File: src/rtl/cordic_pkg.sv
// Shared definitions for the iterative CORDIC sequencer: state encoding,
// counter width, iteration bound and mode encoding.
package cordic_pkg;

    localparam int CNT_W     = 3;
    localparam int ITERS_MAX = 8;

    localparam logic ROTATE = 1'b0;
    localparam logic VECTOR = 1'b1;

    typedef enum logic [2:0] {
        ST_IDLE   = 3'd0,
        ST_LOAD   = 3'd1,
        ST_SHIFT  = 3'd2,
        ST_UPDATE = 3'd3,
        ST_DONE   = 3'd4
    } state_e;

endpackage

File: src/rtl/cordic_seq_ctrl_if.sv
// Job handshake plus datapath control bundle of the CORDIC sequencer.
// master: job source / datapath side, slave: the sequencer.
interface cordic_seq_ctrl_if;
    import cordic_pkg::*;

    logic             start_valid;
    logic             start_ready;
    logic             mode;
    logic             z_sign;
    logic             y_sign;
    logic             load;
    logic [CNT_W-1:0] shift_count;
    logic [CNT_W-1:0] atan_addr;
    logic             upd_en;
    logic             sigma;
    logic             busy;
    logic             done_valid;
    logic             done_ready;

    modport master (
        output start_valid, mode, z_sign, y_sign, done_ready,
        input  start_ready, load, shift_count, atan_addr, upd_en, sigma,
               busy, done_valid
    );

    modport slave (
        input  start_valid, mode, z_sign, y_sign, done_ready,
        output start_ready, load, shift_count, atan_addr, upd_en, sigma,
               busy, done_valid
    );

endinterface

File: src/rtl/cordic_seq_ctrl.sv
// Iteration sequencer for the 9-bit iterative CORDIC datapath. Each job runs
// LOAD, then ITERS SHIFT/UPDATE pairs, then holds DONE until the consumer
// takes the result. All outputs are decoded from registered state.
module cordic_seq_ctrl
    import cordic_pkg::*;
#(
    parameter int ITERS = 8
) (
    input  logic                 clock,
    input  logic                 reset,
    cordic_seq_ctrl_if.slave     bus
);

    // Out-of-range builds are clamped to the range the 3-bit shift count supports.
    localparam int ITERS_C = (ITERS > ITERS_MAX) ? ITERS_MAX :
                             ((ITERS < 1) ? 1 : ITERS);
    localparam logic [CNT_W-1:0] LAST = CNT_W'(ITERS_C - 1);

    state_e           state_r;
    logic [CNT_W-1:0] iter_r;
    logic             sigma_r;
    logic             mode_r;

    // FSM, iteration counter, sigma capture and mode latch.
    always_ff @(posedge clock) begin
        if (reset) begin
            state_r <= ST_IDLE;
            iter_r  <= {CNT_W{1'b0}};
            sigma_r <= 1'b0;
            mode_r  <= ROTATE;
        end else begin
            case (state_r)
                ST_IDLE: begin
                    if (bus.start_valid) begin
                        mode_r  <= bus.mode;
                        state_r <= ST_LOAD;
                    end else begin
                        state_r <= ST_IDLE;
                    end
                end
                ST_LOAD: begin
                    iter_r  <= {CNT_W{1'b0}};
                    sigma_r <= 1'b0;
                    state_r <= ST_SHIFT;
                end
                ST_SHIFT: begin
                    // Rotation drives z toward zero, vectoring drives y toward zero.
                    sigma_r <= (mode_r == VECTOR) ? ~bus.y_sign : bus.z_sign;
                    state_r <= ST_UPDATE;
                end
                ST_UPDATE: begin
                    if (iter_r == LAST) begin
                        state_r <= ST_DONE;
                    end else begin
                        iter_r  <= iter_r + {{(CNT_W-1){1'b0}}, 1'b1};
                        state_r <= ST_SHIFT;
                    end
                end
                ST_DONE: begin
                    if (bus.done_ready) begin
                        state_r <= ST_IDLE;
                    end else begin
                        state_r <= ST_DONE;
                    end
                end
                default: begin
                    state_r <= ST_IDLE;
                end
            endcase
        end
    end

    // Output decode from the registered state, counter and sigma.
    always_comb begin
        bus.start_ready = 1'b0;
        bus.load        = 1'b0;
        bus.shift_count = {CNT_W{1'b0}};
        bus.atan_addr   = {CNT_W{1'b0}};
        bus.upd_en      = 1'b0;
        bus.sigma       = 1'b0;
        bus.busy        = 1'b0;
        bus.done_valid  = 1'b0;
        case (state_r)
            ST_IDLE: begin
                bus.start_ready = 1'b1;
            end
            ST_LOAD: begin
                bus.load = 1'b1;
                bus.busy = 1'b1;
            end
            ST_SHIFT: begin
                bus.shift_count = iter_r;
                bus.atan_addr   = iter_r;
                bus.sigma       = sigma_r;
                bus.busy        = 1'b1;
            end
            ST_UPDATE: begin
                bus.shift_count = iter_r;
                bus.atan_addr   = iter_r;
                bus.sigma       = sigma_r;
                bus.upd_en      = 1'b1;
                bus.busy        = 1'b1;
            end
            ST_DONE: begin
                bus.busy       = 1'b1;
                bus.done_valid = 1'b1;
            end
            default: begin
                bus.busy = 1'b0;
            end
        endcase
    end

endmodule
File: src/flat_wrapper.sv
// flat-port wrapper written by rule: the top's interface ports become plain ports
module cordic_seq_ctrl_flat import cordic_pkg::*;
#(
    parameter int ITERS = 8
)
  (clock, reset, bus_start_valid, bus_mode, bus_z_sign, bus_y_sign, bus_done_ready, bus_start_ready, bus_load, bus_shift_count, bus_atan_addr, bus_upd_en, bus_sigma, bus_busy, bus_done_valid);
  cordic_seq_ctrl_if bus_i ();
  input  logic clock;
  input  logic reset;
  input wire logic [$bits(bus_i.start_valid)-1:0] bus_start_valid;
  input wire logic [$bits(bus_i.mode)-1:0] bus_mode;
  input wire logic [$bits(bus_i.z_sign)-1:0] bus_z_sign;
  input wire logic [$bits(bus_i.y_sign)-1:0] bus_y_sign;
  input wire logic [$bits(bus_i.done_ready)-1:0] bus_done_ready;
  output wire logic [$bits(bus_i.start_ready)-1:0] bus_start_ready;
  output wire logic [$bits(bus_i.load)-1:0] bus_load;
  output wire logic [$bits(bus_i.shift_count)-1:0] bus_shift_count;
  output wire logic [$bits(bus_i.atan_addr)-1:0] bus_atan_addr;
  output wire logic [$bits(bus_i.upd_en)-1:0] bus_upd_en;
  output wire logic [$bits(bus_i.sigma)-1:0] bus_sigma;
  output wire logic [$bits(bus_i.busy)-1:0] bus_busy;
  output wire logic [$bits(bus_i.done_valid)-1:0] bus_done_valid;
  assign bus_i.start_valid = bus_start_valid;
  assign bus_i.mode = bus_mode;
  assign bus_i.z_sign = bus_z_sign;
  assign bus_i.y_sign = bus_y_sign;
  assign bus_i.done_ready = bus_done_ready;
  assign bus_start_ready = bus_i.start_ready;
  assign bus_load = bus_i.load;
  assign bus_shift_count = bus_i.shift_count;
  assign bus_atan_addr = bus_i.atan_addr;
  assign bus_upd_en = bus_i.upd_en;
  assign bus_sigma = bus_i.sigma;
  assign bus_busy = bus_i.busy;
  assign bus_done_valid = bus_i.done_valid;
  cordic_seq_ctrl #(.ITERS(ITERS)) u_core (.clock(clock), .reset(reset), .bus(bus_i));
endmodule
File: config.mk
export PLATFORM = sky130hd
export DESIGN_NAME = cordic_seq_ctrl_flat
export DESIGN_NICKNAME = d
export VERILOG_FILES = /design/src/rtl/cordic_pkg.sv /design/src/rtl/cordic_seq_ctrl_if.sv /design/src/rtl/cordic_seq_ctrl.sv /design/src/flat_wrapper.sv
export SDC_FILE = /design/constraint.sdc
export NUM_CORES = 1
export LEC_CHECK = 0
export ABC_AREA = 1
export CORE_AREA = 5 5 42 44
export DETAILED_ROUTE_END_ITERATION = 8
export DIE_AREA = 0 0 47 49
export GPL_TIMING_DRIVEN = 0
export MAX_ROUTING_LAYER = met4
export PLACE_DENSITY = 0.66
export SYNTH_ARGS = -nofsm -noshare
export SYNTH_HDL_FRONTEND = slang
export SYNTH_SLANG_ARGS = --single-unit
File: constraint.sdc
create_clock -name clock -period 1.27 [get_ports clock]
set_input_delay 0.3175 -clock clock [delete_from_list [all_inputs] [get_ports clock]]
set_output_delay 0.3175 -clock clock [all_outputs]
set_load 0.02 [all_outputs]
# --- Word level (Yosys, flattened, before mapping) ---
# Index checks and enable logic that the tools add are counted.
op_classes:
  add_sub_neg: 1
  n_eq_ne: 6
  mux: 15
  bitwise: 1
  n_reduce_logical: 7
ops:
  columns: ["op", "count"]
  rows:
  - ["one-hot mux 3 bit (5 select lines)", 1]
  - ["2-to-1 mux 3 bit", 4]
  - ["2-to-1 mux 1 bit", 8]
  - ["equality test 3 x 2 -> 1 bit (second input constant)", 2]
  - ["equality test 3 bit (second input constant)", 2]
  - ["one-hot mux 3 bit (2 select lines)", 1]
  - ["AND reduction 2 bit", 2]
  - ["nonzero test 2 bit", 2]
  - ["OR reduction 4 bit", 1]
  - ["adder 3 x 1 -> 3 bit (second input constant)", 1]
  - ["equality test 3 x 1 -> 1 bit (second input constant)", 1]
  - ["logical NOT 3 bit", 1]
  - ["!= test 2 bit (second input constant)", 1]
  - ["one-hot mux 1 bit (2 select lines)", 1]
  - ["OR reduction 2 bit", 1]
  - ["inverter 1 bit", 1]
word_totals:
  regBits: 8
  in_bits: 7
  out_inout_bits: 12
  elab_cells: 34

# --- Depth between registers and ports, before layout ---
# Gate-level depths: netlist of the first run.
logic_depth:
  word_depth: 3
  depth_mapped: 6
  ltp_nobuf: 6

# --- Worst setup path before layout of the first run ---
# OpenSTA, ideal clock, no wires.
synth_timing:
  path_type: "reg-to-output"
  startpoint: "register u_core.state_r[2]"
  endpoint: "output port bus_shift_count[1]"
  arrival_time_ns: 1.050
  required_ns: 0.952
  setup_slack_ns: -0.098
  path_stages_with_launch: 5
  n_path_buf: 1
  path_cell_list: "dfxtp_1 -> inv_2 -> nand2_4 -> nor2_1 -> buf_4"
synth_between:
  elab_chain_len: 3
  elab_cells_between_ends: 4
  classes_between: "2 x eq/ne; 1 x mux; 1 x reduce/logical"
synth_rtl:
  columns: ["item", "line", "rtl"]
  rows:
  - ["start: declaration", "cordic_seq_ctrl.sv:19", "state_e state_r;"]
  - ["start signal: assignment", "cordic_seq_ctrl.sv:27", "state_r <= ST_IDLE;"]
  - ["start signal: assignment", "cordic_seq_ctrl.sv:36", "state_r <= ST_LOAD;"]
  - ["start signal: assignment", "cordic_seq_ctrl.sv:38", "state_r <= ST_IDLE;"]
  - ["equality test 3 x 2 -> 1 bit", null, null]
  - ["OR reduction 2 bit (no source line) (*)", null, null]
  - ["2-to-1 mux 3 bit (*)", null, null]
  - ["end: declaration", "flat_wrapper.sv:17", "output wire logic [$bits(bus_i.shift_count)-1:0] bus_shift_count;"]
# Mark *: on every way between the ends. The rest lies on a longest branch, timed or not.

# --- Final worst setup path of the first run ---
layout_timing:
  startpoint: "register u_core.state_r[2]"
  endpoint: "output port bus_shift_count[1]"
layout_between:
  elab_chain_len: 3
  elab_cells_between_ends: 4
  classes_between: "2 x eq/ne; 1 x mux; 1 x reduce/logical"
layout_rtl:
  columns: ["item", "line", "rtl"]
  rows:
  - ["equality test 3 x 2 -> 1 bit", "cordic_seq_ctrl.sv:83", "case (state_r)"]
  - ["OR reduction 2 bit (no source line) (*)", null, null]
  - ["2-to-1 mux 3 bit (*)", "cordic_seq_ctrl.sv:83", null]
# Marked as above.

==> results of run 1 <==
==> layout make-up <==
| type | instances | share of cell area |
|---|---|---|
| Timing Repair Buffer | 21 | 0.260 |
| Multi-Input combinational cell | 43 | 0.355 |
| Inverter | 13 | 0.0723 |
| Clock buffer | 3 | 0.0289 |
| Buffer | 3 | 0.0386 |
| Tap cell | 16 | 0.0257 |
| Sequential cell | 8 | 0.219 |
==> cell families (layout without fill, tap and decap cells) <==
| group | count (synthesis) | in the layout | synth area share |
|---|---|---|---|
| buf+inv | 16 | 40 | 0.158 |
| flops | 8 | 8 | 0.356 |
| xor+xnor | 1 | 1 | 0.0194 |
| compound gates | 9 | 9 | 0.100 |
| fa+ha+maj | 2 | 2 | 0.0555 |
| simple gates | 31 | 31 | 0.311 |
==> worst paths after layout <==
check,to,depth (start not counted)
max,bus_shift_count[1],5
min reg2reg,u_core.sigma_r,2
min,u_core.sigma_r,2
max reg2reg,u_core.iter_r[0],6
==> layer usage <==
layer	vias to the layer above	global-route usage
met5	-	-
met4	0	0.0691
met3	4	0.0443
met2	13	0.163
met1	203	0.122
li1	249	-
==> placed cells by master (no fill, tap or decap), types with 3 or more instances in the layout <==
cell / n
a21oi_1: 7
buf_4: 7
buf_6: 8
clkbuf_4: 3
clkdlybuf4s50_1: 6
dfxtp_1: 4
inv_1: 10
nand2_1: 10
nand3_1: 3
nor2_1: 6
nor2_2: 3
nor2_4: 4
==> report_power, final <==
group	internal [mW]	switching (mW)	leakage, nW
Clock	0.108	0.0876	0.0138
Sequential	0.265	0.0201	0.0675
Combinational	0.0764	0.0886	0.249
==> sequential cells by signal, indices dropped and copies added, names as in the netlist <==
signal and count:
u_core.iter_r 3, u_core.state_r 3, u_core.sigma_r 1, u_core.mode_r 1
==> per-stage QoR <==
stage	instance area [µm²]	setup WS [ns]
2_1_floorplan	450	-0.0978
3_3_place_gp	651	-0.432
3_5_place_dp	651	-0.442
4_1_cts	726	-0.132
5_1_grt	778	-0.187
6_report	778	-0.135
==> what timing repair did <==
action	CTS	global route
buffers inserted	2	1
endpoints found under the setup margin	13	16
pin swaps	0	5
gates resized for setup	76	17
==> worst register-to-register path, cell delays in order (launching register included) <==
cell     delay, ns
dfxtp_2       0.33
ha_1          0.20
ha_2          0.18
nand2_1       0.07
nand3_2       0.11
o21ai_2       0.15
nor2_1        0.04
==> impl_metrics.json, run 1 <==
{
  "hp-start": "u_core.sigma_r",
  "gp_congestion": 0.687,
  "tightest_slew_ns": 0.225,
  "io_buffers": 18,
  "r2r_setup_slack_ns": 0.08,
  "cts_buffer_depth": 2,
  "finClkSkew_ns": 0.00611,
  "drive_above_1_share": 0.462,
  "yosysTopAreaCellShare": 0.356,
  "grt_pass1_vias": 435,
  "worstReg2RegStart": "u_core.iter_r[0]",
  "critPathMaxFanout": 6,
  "die_x_um": 47,
  "synth_edf_count": 0,
  "dr_wl_met3_um": 62,
  "synth_top_cell_by_area": "dfxtp_1",
  "violations": "setup timing",
  "num_rows": 14,
  "cp-end-kind": "output port",
  "maxSlewViolCount": 0,
  "dp_cells": 101,
  "worst-path-buf-inv": 3,
  "netlist_top_cells_count": "12 x inv_1, 12 x nor2_1, 11 x nand2_1",
  "dp_hpwl_um": 808,
  "finalCritPeriodShare": 1.11,
  "holdBufCountCts": 0,
  "clk_latency_ns": 0.26,
  "clockRootBuffer": "clkbuf_4",
  "critPathSlowestCell": "dfxtp_4",
  "crit_chain": "inv_8 > nand2_8 > nor2_4 > buf_6 > buf_6",
  "nFillCells": 140,
  "ant_nets": 0,
  "drt_first_pass_iters": 4,
  "worstSetupStartpointType": "register",
  "dieHeight_um": 49,
  "maxCapViolCount": 0,
  "htreeDepth": 1,
  "synthTopCellsByArea": "dfxtp_1 36%, inv_1 10%, nor2_1 10%",
  "io_pins": 19,
  "top_layer": "met4",
  "p_total_uw": 646,
  "stdcell_count": 107,
  "ys_async_sr_fraction": 0,
  "yosysSeqAreaShare": 0.356,
  "setup_tns_ns": -1.00,
  "grt_overflow": 0,
  "drtIter0Drc": 5,
  "p_per_area_mw_per_mm2": 830,
  "layout.nets": 102,
  "routed_wl_mm": 1.12,
  "cts_tree": "done",
  "register_area_um2": 170,
  "hold_class": "reg2reg",
  "routedWlPerCell_um": 10.5,
  "wl_met2_um": 602,
  "synth_area_per_cell_um2": 6.72,
  "antenna_cells": 0,
  "rsz0062_at_grt": "true",
  "cpPeakStageDelay_ns": 0.37,
  "path_class": "reg2out",
  "dieArea_mm2": 0.00230,
  "clk_pin_slew_ns": 0.06,
  "crit_family": "flip-flops",
  "fmax_ghz": 0.712,
  "numCtsBuffers": 3,
  "critPathArrivalTime_ns": 1.09,
  "core-area_mm2": 0.00140,
  "synth.distinct_cells": 14,
  "syn_inst": 67,
  "initial_utilization": 0.321,
  "startpoint": "u_core.state_r[2]",
  "whs_ns": 0.496,
  "outcome": "complete, but fails checks",
  "grt_first_pass_wirelength_mm": 1.77,
  "syn2layout_area_growth_pct": 72.8,
  "ys.flop_type": "dfxtp_1",
  "required_ns": 0.95,
  "drc": 0,
  "antenna_found_initial": 0,
  "hold_viol": 0,
  "slew_headroom": 0.850,
  "met1_length_um": 435,
  "cp_common_cell": "buf_6",
  "utilization": 0.555,
  "synth_seq_cells": 8,
  "routed_via_density": 4.38,
  "period_minus_slack_ns": 1.41,
  "worst_ir_drop_vdd_mv": 0.526,
  "multi_input_area_um2": 277,
  "clock-sinks": 8,
  "grt_util_all_layers": 0.112,
  "grt_max_degree": 7,
  "finalWorstSetupSlack_ns": -0.135,
  "p_leak_nw": 0.330,
  "synth_fp_nets": 76,
  "setup_viol": 12,
  "vias": 469,
  "syn_area_um2": 450,
  "yosysWarnings": 0
}
Power figures use the tool's default switching activity.
==> inputs of run 2 (changes only) <==
- clock period: 1.27 -> 1.35 ns (I/O delays scaled with it)
==> impl_metrics.json, run 2 (synthesis gave the netlist of run 1 again) <==
{
  "grt_overflow": 0,
  "period_minus_slack_ns": 1.43,
  "dieArea_mm2": 0.00230,
  "io_pins": 19,
  "htreeDepth": 1,
  "grt_util_all_layers": 0.112,
  "drt_first_pass_iters": 4,
  "clk_pin_slew_ns": 0.05,
  "slew_headroom": 0.849,
  "worst_ir_drop_vdd_mv": 0.485,
  "dieHeight_um": 49,
  "routed_via_density": 4.38,
  "num_rows": 14,
  "utilization": 0.550,
  "hp-start": "u_core.sigma_r",
  "finClkSkew_ns": 0.00388,
  "critPathMaxFanout": 6,
  "wl_met2_um": 612,
  "critPathArrivalTime_ns": 1.09,
  "hold_class": "reg2reg",
  "hold_end": "u_core.sigma_r",
  "vias": 469,
  "worstReg2RegEnd": "u_core.iter_r[0]",
  "path_class": "reg2out",
  "io_buffers": 18,
  "largest_registers": "u_core.iter_r: 3 flops, u_core.state_r: 3 flops",
  "setup_viol": 10,
  "worstReg2RegStart": "u_core.iter_r[0]",
  "clk_latency_ns": 0.25,
  "finalCritPeriodShare": 1.06,
  "met1_length_um": 428,
  "holdBufCountCts": 0,
  "worstSetupStartpointType": "register",
  "fmax_ghz": 0.701,
  "dp_hpwl_um": 808,
  "syn2layout_area_growth_pct": 71.1,
  "violations": "setup timing",
  "p_leak_nw": 0.331,
  "hold_viol": 0,
  "cp-end-kind": "output port",
  "initial_utilization": 0.321,
  "clockRootBuffer": "clkbuf_4",
  "p_per_area_mw_per_mm2": 783,
  "numCtsBuffers": 3,
  "ant_nets": 0,
  "drtIter0Drc": 6,
  "grt_pass1_vias": 437,
  "antenna_cells": 0,
  "drc": 0,
  "dp_cells": 101,
  "core-area_mm2": 0.00140,
  "tightest_slew_ns": 0.226,
  "required_ns": 1.01,
  "routedWlPerCell_um": 10.5,
  "r2r_setup_slack_ns": 0.14,
  "grt_max_degree": 7,
  "place_ws_ns": -0.382,
  "outcome": "complete, but fails checks",
  "top_layer": "met4",
  "grt_first_pass_wirelength_mm": 1.77,
  "stdcell_count": 107,
  "gp_congestion": 0.687,
  "antenna_found_initial": 0,
  "r2r_cells": 6,
  "maxCapViolCount": 0,
  "cts_tree": "done",
  "drive_above_1_share": 0.429,
  "cts_buffer_depth": 2,
  "clock-sinks": 8,
  "finalWorstSetupSlack_ns": -0.0761,
  "dr_wl_met3_um": 64,
  "layout_common_cells": "10 x inv_1, 10 x nand2_1, 8 x buf_6",
  "min_path_cells": 2,
  "routed_wl_mm": 1.12,
  "layout.nets": 102,
  "maxSlewViolCount": 0,
  "rsz0062_at_grt": "true",
  "die_x_um": 47
}
-- run 2: cell types whose count changed in the layout (fill, tap and decap cells not counted) --
cell,change
dfxtp_2,-1
o21ai_1,+1
o21ai_2,-1
ha_1,+1
ha_2,-1
dfxtp_1,+1
-- run 2: power by group --
part | leakage [nW] | internal [mW] | switching, mW | total, mW
sequential | 0.0670 | 0.249 | 0.0188 | 0.268
clock | 0.0138 | 0.102 | 0.0803 | 0.182
combinational | 0.251 | 0.0715 | 0.0823 | 0.154
total | 0.331 | 0.422 | 0.181 | 0.604
-- run 2: routing by layer --
metal	up-vias	GRT usage
met3	4	0.0443
met4	0	0.0691
met1	202	0.122
met5	-	-
met2	13	0.163
li1	250	-
-- run 2: critical path, stage by stage, from the launching register on --
cell	delay, ns
dfxtp_4	0.37
inv_8	0.08
nand2_8	0.07
nor2_4	0.12
buf_6	0.09
buf_6	0.10
-- run 2: final cells by class --
class / instances / area [µm²]
timing repair buffer: 21 / 203
buffer: 3 / 30.0
inverter: 13 / 56.3
sequential: 8 / 169
fill: 142 / 631
multi-input combinational: 43 / 270
clock buffer: 3 / 22.5
tap: 16 / 20.0
-- run 2: how the worst max path moves through the flow --
stage                         end  slack (ns)               from
2_1_floorplan  bus_shift_count[1]       -0.04  u_core.state_r[2]
3_3_place_gp   bus_shift_count[0]       -0.37  u_core.state_r[2]
3_5_place_dp   bus_shift_count[2]       -0.38  u_core.state_r[2]
4_1_cts        bus_shift_count[0]       -0.07  u_core.state_r[2]
5_1_grt        bus_shift_count[1]       -0.13  u_core.state_r[2]
6_report       bus_shift_count[1]       -0.08  u_core.state_r[2]
-- run 2: through the flow --
stage	cell area [µm²]	power, mW	setup TNS [ns]	hold slack (ns)
final	771	0.604	-0.351	0.495
after global routing	771	0.646	-1.01	0.530
after floorplan	450	0.344	-0.113	0.407
after CTS	726	0.599	-0.436	0.501
after global placement	651	0.404	-3.40	0.472
after detailed placement	651	0.406	-3.47	0.487
-- run 2: what timing repair did --
| item | 4_1_cts | 5_1_grt |
|---|---|---|
| endpoints found under the setup margin | 12 | 13 |
| setup buffers | 2 | 1 |
| resized for setup | 76 | 14 |
| pin swaps | 0 | 3 |
==> inputs of run 3 (changes only) <==
- PLACE_DENSITY: 0.66 -> 0.69
- clock period: 1.35 -> 1.17 ns (I/O delays scaled with it)
==> impl_metrics.json, run 3 (synthesis gave the netlist of run 1 again) <==
{
  "outcome": "complete, but fails checks",
  "violations": "setup timing",
  "critPathArrivalTime_ns": 1.06,
  "clk_pin_slew_ns": 0.05,
  "p_per_area_mw_per_mm2": 909,
  "cpPeakStageDelay_ns": 0.37,
  "placed_cell_area_um2": 658,
  "power_frac_clock": 0.309,
  "p_leak_nw": 0.335,
  "stdcell_area_um2": 758,
  "setup_viol": 16,
  "whs_ns": 0.494,
  "place_ws_ns": -0.484,
  "path_class": "reg2out",
  "grt_pass1_vias": 443,
  "cts_buffer_depth": 2,
  "register_area_um2": 169,
  "layout_common_cells": "12 x inv_1, 10 x nand2_1, 10 x buf_4",
  "routed_via_density": 4.45,
  "drc": 0,
  "maxCapViolCount": 0,
  "cp_common_cell": "buf_6",
  "crit_family": "flip-flops",
  "rsz0062_at_grt": "true",
  "hold_class": "reg2reg",
  "largest_registers": "u_core.iter_r: 3 flops, u_core.state_r: 3 flops",
  "tightest_slew_ns": 0.213,
  "htreeDepth": 1,
  "combPwrFrac": 0.244,
  "holdBufCountCts": 0,
  "grt_util_all_layers": 0.113,
  "worst_ir_drop_vdd_mv": 0.701,
  "worstSetupStartpointType": "register",
  "drt_first_pass_iters": 3,
  "critPathSlowestCell": "dfxtp_4",
  "cts_tree": "done",
  "io_buffers": 18,
  "switching_power_uw": 208,
  "finClkSkew_ns": 0.000970,
  "crit_chain": "inv_8 > nand2_8 > nor2_4 > buf_6 > buf_6",
  "layout.nets": 103,
  "maxSlewViolCount": 0,
  "grt_overflow": 0,
  "critPathMaxFanout": 6,
  "antenna_cells": 0,
  "seqPwrFrac": 0.447,
  "drive_above_1_share": 0.380,
  "dieHeight_um": 49,
  "swShare": 0.301,
  "internal-power_uw": 481,
  "grt_first_pass_wirelength_mm": 1.80,
  "multi_input_area_um2": 258,
  "clock-sinks": 8,
  "hold_viol": 0,
  "syn2layout_area_growth_pct": 68.3,
  "dieArea_mm2": 0.00230,
  "die_x_um": 47,
  "dp_hpwl_um": 809,
  "grt_max_degree": 7,
  "clockRootBuffer": "clkbuf_4",
  "period_minus_slack_ns": 1.36,
  "io_pins": 19,
  "routedWlPerCell_um": 10.0,
  "nFillCells": 148,
  "finalCritPeriodShare": 1.16,
  "drtIter0Drc": 3,
  "slew_headroom": 0.858,
  "ant_nets": 0,
  "num_rows": 14,
  "fmax_ghz": 0.737,
  "core-area_mm2": 0.00140,
  "initial_utilization": 0.321,
  "required_ns": 0.88,
  "p_total_uw": 689,
  "cp-end-kind": "output port",
  "clk_latency_ns": 0.25,
  "antenna_found_initial": 0,
  "vias": 481,
  "finalWorstSetupSlack_ns": -0.187,
  "routed_wl_mm": 1.08,
  "worst-path-buf-inv": 3,
  "numCtsBuffers": 3,
  "gp_congestion": 0.718,
  "layout_commonest_cell": "inv_1"
}
## run 3: cell types whose count changed in the layout (fill, tap and decap cells not counted), sizes merged
cell  previous run  this run
buf             18        19
## run 3: metrics by stage
stage | setup TNS [ns] | util | std cells
2_1_floorplan | -0.178 | - | 67
4_1_cts | -2.23 | 0.523 | 107
5_1_grt | -3.42 | 0.541 | 108
3_3_place_gp | -5.09 | 0.470 | 101
3_5_place_dp | -5.20 | 0.470 | 101
6_report | -2.04 | 0.541 | 108
## run 3: power groups by stage
stage	Sequential (mW)	Clock, mW	Combinational, mW
after floorplan	0.308	0	0.0909
after global placement	0.310	0	0.157
after detailed placement	0.312	0	0.159
after CTS	0.308	0.221	0.163
after global routing	0.311	0.244	0.186
final	0.308	0.213	0.168
## run 3: repair_timing
action                     4_1_cts  5_1_grt
setup endpoints to repair       16       16
pin swaps                        1        1
setup buffers                    3        1
gates resized for setup         73        7
## run 3: path summary, 6_finish.rpt
| path | startpoint | end | slack, ns | cells past startpoint |
|---|---|---|---|---|
| max | u_core.state_r[2] | bus_shift_count[0] | -0.19 | 5 |
| min | u_core.iter_r[1] | u_core.iter_r[1] | 0.49 | 2 |
| max reg2reg | u_core.iter_r[0] | u_core.iter_r[0] | -0.09 | 6 |
| min reg2reg | u_core.iter_r[1] | u_core.iter_r[1] | 0.49 | 2 |
## run 3: per-layer routing
| metal | track usage | share of wire |
|---|---|---|
| met1 | 0.139 | 0.41 |
| met2 | 0.149 | 0.50 |
| met3 | 0.0443 | 0.054 |
| met4 | 0.0691 | 0.031 |
| met5 | - | 0 |
## run 3: area by class of cell
| type | count | share of cell area |
|---|---|---|
| well taps | 16 | 0.0264 |
| repair buffers | 22 | 0.272 |
| multi-input cells | 43 | 0.340 |
| flip-flops and latches | 8 | 0.223 |
| clock buffers | 3 | 0.0297 |
| plain buffers | 3 | 0.0347 |
| inverters | 13 | 0.0743 |
## run 3: tightest hold or removal path: stages (launching register included)
cell     delay, ns
dfxtp_1       0.32
nand2_1       0.07
a21oi_1       0.06
